--- config.mk ---
export PLATFORM = sky130hd
export DESIGN_NAME = decode_stage_pipelined
export DESIGN_NICKNAME = d
export VERILOG_FILES = /design/src/rtl/decode_stage_pipelined.sv
export SDC_FILE = /design/constraint.sdc
export NUM_CORES = 2
export LEC_CHECK = 0
export CAP_MARGIN = 20
export CORE_ASPECT_RATIO = 0.9
export CORE_MARGIN = 8
export CORE_UTILIZATION = 45
export CTS_BUF_LIST = sky130_fd_sc_hd__clkbuf_8
export DETAILED_ROUTE_END_ITERATION = 10
export GPL_TIMING_DRIVEN = 0
export SKIP_CTS_REPAIR_TIMING = 1
export SYNTH_ARGS = -nofsm -noshare
export SYNTH_HDL_FRONTEND = slang
export SYNTH_SLANG_ARGS = --single-unit
--- constraint.sdc ---
create_clock -name clk -period 42.6 [get_ports clk]
set_input_delay 6.39 -clock clk [delete_from_list [all_inputs] [get_ports clk]]
set_output_delay 6.39 -clock clk [all_outputs]
set_load 0.02 [all_outputs]
--- src/rtl/decode_stage_pipelined.sv ---
// Decode stage: register file, operand bypass, immediate extension, load-use detection, ID/EX register.
// Optional REG_DEBUG_PORT_EN adds a bypass-free combinational register-file read port.
module decode_stage_pipelined #(
  parameter  int DATA_W    = 32,
  parameter  int REG_COUNT = 32,
  localparam int ADDR_W    = $clog2(REG_COUNT)
) (
  input  logic              clk,
  input  logic              rst,
  input  logic [31:0]       instruction,
  input  logic              in_valid,
  input  logic              stall,
  input  logic              flush,
  input  logic              register_write,
  input  logic [ADDR_W-1:0] write_addr,
  input  logic [DATA_W-1:0] write_result,
  input  logic              ex_mem_read,
  input  logic [ADDR_W-1:0] ex_rt_addr,
`ifdef REG_DEBUG_PORT_EN
  input  logic [ADDR_W-1:0] dbg_addr,
  output logic [DATA_W-1:0] dbg_data,
`endif
  output logic [DATA_W-1:0] rs,
  output logic [DATA_W-1:0] rt,
  output logic [ADDR_W-1:0] rs_addr,
  output logic [ADDR_W-1:0] rt_addr,
  output logic [ADDR_W-1:0] rd_addr,
  output logic [4:0]        shamt,
  output logic [DATA_W-1:0] extended_imm,
  output logic              out_valid,
  output logic              hazard_stall
);

  logic [DATA_W-1:0] regs [REG_COUNT];

  logic [5:0]        op;
  logic [ADDR_W-1:0] rs_idx;
  logic [ADDR_W-1:0] rt_idx;
  logic [ADDR_W-1:0] rd_idx;
  logic [4:0]        sh_fld;
  logic [15:0]       imm;
  logic              wr_en;
  logic              zext;
  logic [DATA_W-1:0] rs_val;
  logic [DATA_W-1:0] rt_val;
  logic [DATA_W-1:0] imm_ext;

  assign op     = instruction[31:26];
  assign rs_idx = ADDR_W'(instruction[25:21]);
  assign rt_idx = ADDR_W'(instruction[20:16]);
  assign rd_idx = ADDR_W'(instruction[15:11]);
  assign sh_fld = instruction[10:6];
  assign imm    = instruction[15:0];

  // Address 0 is hard-wired, so writes to it never take effect.
  assign wr_en = register_write && (write_addr != '0);

  // Register file: cleared on reset, written from writeback regardless of pipeline control.
  always_ff @(posedge clk or posedge rst) begin
    if (rst) begin
      for (int i = 0; i < REG_COUNT; i++) begin
        regs[i] <= '0;
      end
    end else if (wr_en) begin
      regs[write_addr] <= write_result;
    end
  end

  // Operand read with write-through bypass so a same-cycle writeback is seen.
  always_comb begin
    rs_val = '0;
    rt_val = '0;
    if (rs_idx != '0) begin
      if (wr_en && (write_addr == rs_idx)) begin
        rs_val = write_result;
      end else begin
        rs_val = regs[rs_idx];
      end
    end
    if (rt_idx != '0) begin
      if (wr_en && (write_addr == rt_idx)) begin
        rt_val = write_result;
      end else begin
        rt_val = regs[rt_idx];
      end
    end
  end

  // Logical immediates (andi/ori/xori) zero-extend; everything else sign-extends.
  always_comb begin
    zext = 1'b0;
    unique case (op)
      6'h0C, 6'h0D, 6'h0E: zext = 1'b1;
      default:             zext = 1'b0;
    endcase
    if (zext) begin
      imm_ext = DATA_W'(imm);
    end else begin
      imm_ext = DATA_W'(signed'(imm));
    end
  end

  // Load-use: the load in EX writes a register this instruction needs.
  always_comb begin
    hazard_stall = in_valid && ex_mem_read
                && (ex_rt_addr != '0)
                && ((ex_rt_addr == rs_idx) || (ex_rt_addr == rt_idx));
  end

`ifdef REG_DEBUG_PORT_EN
  // Raw architectural view, deliberately without the writeback bypass.
  always_comb begin
    dbg_data = '0;
    if (dbg_addr != '0) begin
      dbg_data = regs[dbg_addr];
    end
  end
`endif

  // ID/EX register: flush beats stall, stall beats the hazard bubble.
  always_ff @(posedge clk or posedge rst) begin
    if (rst) begin
      rs           <= '0;
      rt           <= '0;
      rs_addr      <= '0;
      rt_addr      <= '0;
      rd_addr      <= '0;
      shamt        <= '0;
      extended_imm <= '0;
      out_valid    <= 1'b0;
    end else if (flush) begin
      out_valid <= 1'b0;
    end else if (stall) begin
      out_valid <= out_valid;
    end else if (hazard_stall) begin
      out_valid <= 1'b0;
    end else begin
      rs           <= rs_val;
      rt           <= rt_val;
      rs_addr      <= rs_idx;
      rt_addr      <= rt_idx;
      rd_addr      <= rd_idx;
      shamt        <= sh_fld;
      extended_imm <= imm_ext;
      out_valid    <= in_valid;
    end
  end

endmodule
==> reports/metrics.csv <==
stage,metric,value,unit
outcome,status,completed,
power,internal_power,2.22,mW
cells_and_area,drive_above_1_share,0.480,
detailed_routing,wl_met3,27.8,mm
power,peakVddDrop,24.6,µV
place,placed_cells,5708,
flow_run,max-cap-violations,0,
timing,max_freq,62.6,MHz
grt,grt_pass1_vias,40700,
cells_and_area,nNetsFinal,4271,
timing,setup_tns,0,ns
grt,grt-ovfl-total,0,
timing,tightest_slew,1.27,ns
detailed_routing,highest_layer,met5,
synthesis,mappedNetlistNets,3855,
die,ioPinCount,199,
power,p_per_area,47.0,nW/µm²
detailed_routing,drt-pass1-iter-count,6,
detailed_routing,ant_nets,0,
timing,fin_crit,15.98,ns
synthesis,yosysUniqueCellTypes,54,
timing,setup_viol,0,
synthesis,async_reset_ff_frac,1.00,
timing,rsz0062_at_grt,no,
die,coreArea,129000,µm²
synthesis,synth_seq_cells,1116,
die,start_util,0.452,
detailed_routing,drc,0,
timing,finalMaxSlewViolations,0,
synthesis,ys_seq_area_frac,0.481,
detailed_routing,wl_met2,96.4,mm
clock_network,cts_tree,done,
critical_path,cp.buffers_inverters,5,
critical_path,cpPeakStageDelay,0.68,ns
detailed_routing,vias,40600,
synthesis,synth_edf_count,0,
grt,grt_pass1_wl,309,mm
die,die_area,141000,µm²
clock_network,clk_pin_slew,0.06,ns
grt,grt_usage,0.309,
critical_path,crit_type,in2out,
place,io_buffer_count,192,
critical_path,path_delay_family,buffers and inverters,
power,seqPwrFrac,0.450,
cells_and_area,nFillCells,11000,
power,p_switching,0.922,mW
synthesis,synth_cells,3774,
clock_network,clock_latency,0.94,ns
timing,min_period_over_period,0.375,
power,leakagePower,28.6,nW
synthesis,synth_area,58100,µm²
power,clkPwrFrac,0.332,
die,rows,125,
critical_path,cp_slowest_cell,clkdlybuf4s50_1,
power,pwr-share-comb,0.217,
detailed_routing,avgViaCountPerCell,6.68,
clock_network,cts_max_level,4,
grt,grt_max_degree,129,
detailed_routing,finalWirelength,222,mm
clock_network,cts-root-buf,clkbuf_8,
clock_network,clock-sinks,1116,
clock_network,clockBufferDepth,3,
cells_and_area,area_growth,15.1,%
critical_path,arrival,9.59,ns
critical_path,cp-end-kind,output port,
grt,antenna_found_initial,12,
timing,slew_headroom,0.151,
synthesis,avgSynthCellArea,15.4,µm²
power,switching_share,0.294,
timing,final_hold_viol_count,0,
critical_path,crit_chain,clkdlybuf4s50_1 -> buf_2 -> xnor2_1 -> nand2_1 -> o22a_1 -> buf_2 -> clkbuf_1 -> nor2_1 -> clkdlybuf4s50_1,
detailed_routing,wl_per_cell,36.5,µm
min_path,hp-class,reg2reg,
critical_path,startpoint_type,primary input,
critical_path,worstPathMaxFanout,10,
timing,clock_skew,0.0441,ns
critical_path,required,36.21,ns
detailed_routing,met1_length,86.4,mm
detailed_routing,drt-initial-drc-count,4760,
place,hpwlAfterDp,157,mm
synthesis,synth_warnings,0,
die,die_width,395,µm
synthesis,synth_top_flop_cell,dfrtp_1,
cells_and_area,instances_no_fill,6074,
place,place_congestion,0.977,
clock_network,numCtsBuffers,192,
die,chipHeight,357,µm
[worst register-to-register path, cell delays in order (launching register included)]
cell	delay [ns]
dfrtp_1	0.39
mux4_2	0.47
o22ai_1	0.89
nor4_1	0.09
a221o_1	0.36
[power groups by stage]
stage	clock network, mW	registers [mW]	logic [mW]
finish	1.04	1.41	0.682
global route	1.10	1.44	0.714
CTS	1.06	1.41	0.675
detailed placement	0	1.42	0.674
global placement	0	1.42	0.657
floorplan	0	1.39	0.468
[placed cells by master, fill, tap and decap left out, types with 46 or more instances in the layout]
master           synthesis  layout
dfrtp_1               1116    1116
mux2_2                1016    1016
mux4_2                 508     508
o22ai_1                257     257
clkbuf_8                 0     250
clkbuf_1               224     224
clkdlybuf4s50_1          0     192
buf_2                  115     115
buf_4                   67      67
inv_1                    1      63
buf_1                   48      48
nand3_1                 46      46
[sequential cells by signal, summed over array words and instances, names as in the netlist]
register and flops:
rs 32, rs_addr 5, rd_addr 4, rt 32, out_valid 1, shamt 4
extended_imm 9, rt_addr 5, regs 1024
[layer usage]
layer / vias up / GRT usage
li1: 15800 / -
met1: 21700 / 0.401
met3: 631 / 0.134
met2: 2442 / 0.453
met5: - / 0.00583
met4: 17 / 0.133
[cell usage after synthesis (all sizes together) (2+ instances only)]
cell type	instances	area, µm²
nor4	28	196
nor2	21	78.8
o211ai	38	410
o2111ai	38	333
nand3b	10	75.1
xor2	4	35.0
or3	2	12.5
or3b	3	26.3
nor3b	3	22.5
or4	38	285
a2bb2oi	38	333
and2	2	12.5
nand3	46	230
a221o	26	260
a2111oi	2	36.3
a2111o	2	22.5
mux4	512	11500
or2	2	12.5
nand4b	2	17.5
buf	255	1600
o22ai	257	1610
xnor2	16	140
nor2b	2	12.5
nor3	4	42.5
o2111a	26	293
clkbuf	226	856
dfrtp	1116	27900
mux2	1019	11500
nand2	25	93.8
[final timing paths]
check	startpoint	end	slack (ns)	depth (start not counted)
min in group asynchronous	rst	extended_imm[1]	5.87	2
hold / removal	regs[998]	regs[998]	0.48	1
setup reg to reg	regs[841]	rt[9]	40.30	4
max in group asynchronous	rst	regs[527]	34.13	6
hold reg to reg	regs[998]	regs[998]	0.48	1
setup / recovery	instruction[24]	hazard_stall	26.62	9
[cell type report]
class	instances	area [µm²]	share of cell area
clock inverters	100	641	0.00958
repair buffers	222	2490	0.0373
inverters	1	11.3	0.000168
clock buffers	250	3440	0.0515
flip-flops and latches	1116	27900	0.418
well taps	1714	2140	0.0321
diodes	14	35.0	0.000524
multi-input cells	2176	27700	0.414
plain buffers	481	2450	0.0367
[logic make-up after synthesis]
family                 share of synthesized area
XOR/XNOR                                 0.00302
AND/OR/NAND/NOR                           0.0201
AO/OA/AOI/OAI                             0.0574
buffers and inverters                     0.0423
flip-flops                                 0.481
multiplexers                               0.396
[stage by stage]
| step | util | instance area (µm²) | worst slack (ns) | hold slack (ns) | total power [mW] |
|---|---|---|---|---|---|
| after detailed placement | 0.488 | 62700 | 26.76 | 0.464 | 2.10 |
| after global routing | 0.520 | 66800 | 26.60 | 0.494 | 3.25 |
| final | 0.520 | 66800 | 26.62 | 0.478 | 3.14 |
| after CTS | 0.519 | 66800 | 26.75 | 0.480 | 3.14 |
| after floorplan | - | 58100 | 4.79 | 0.441 | 1.86 |
| after global placement | 0.483 | 62100 | -9.70 | 0.452 | 2.08 |
Note: power is estimated with default switching activity, not from simulation.
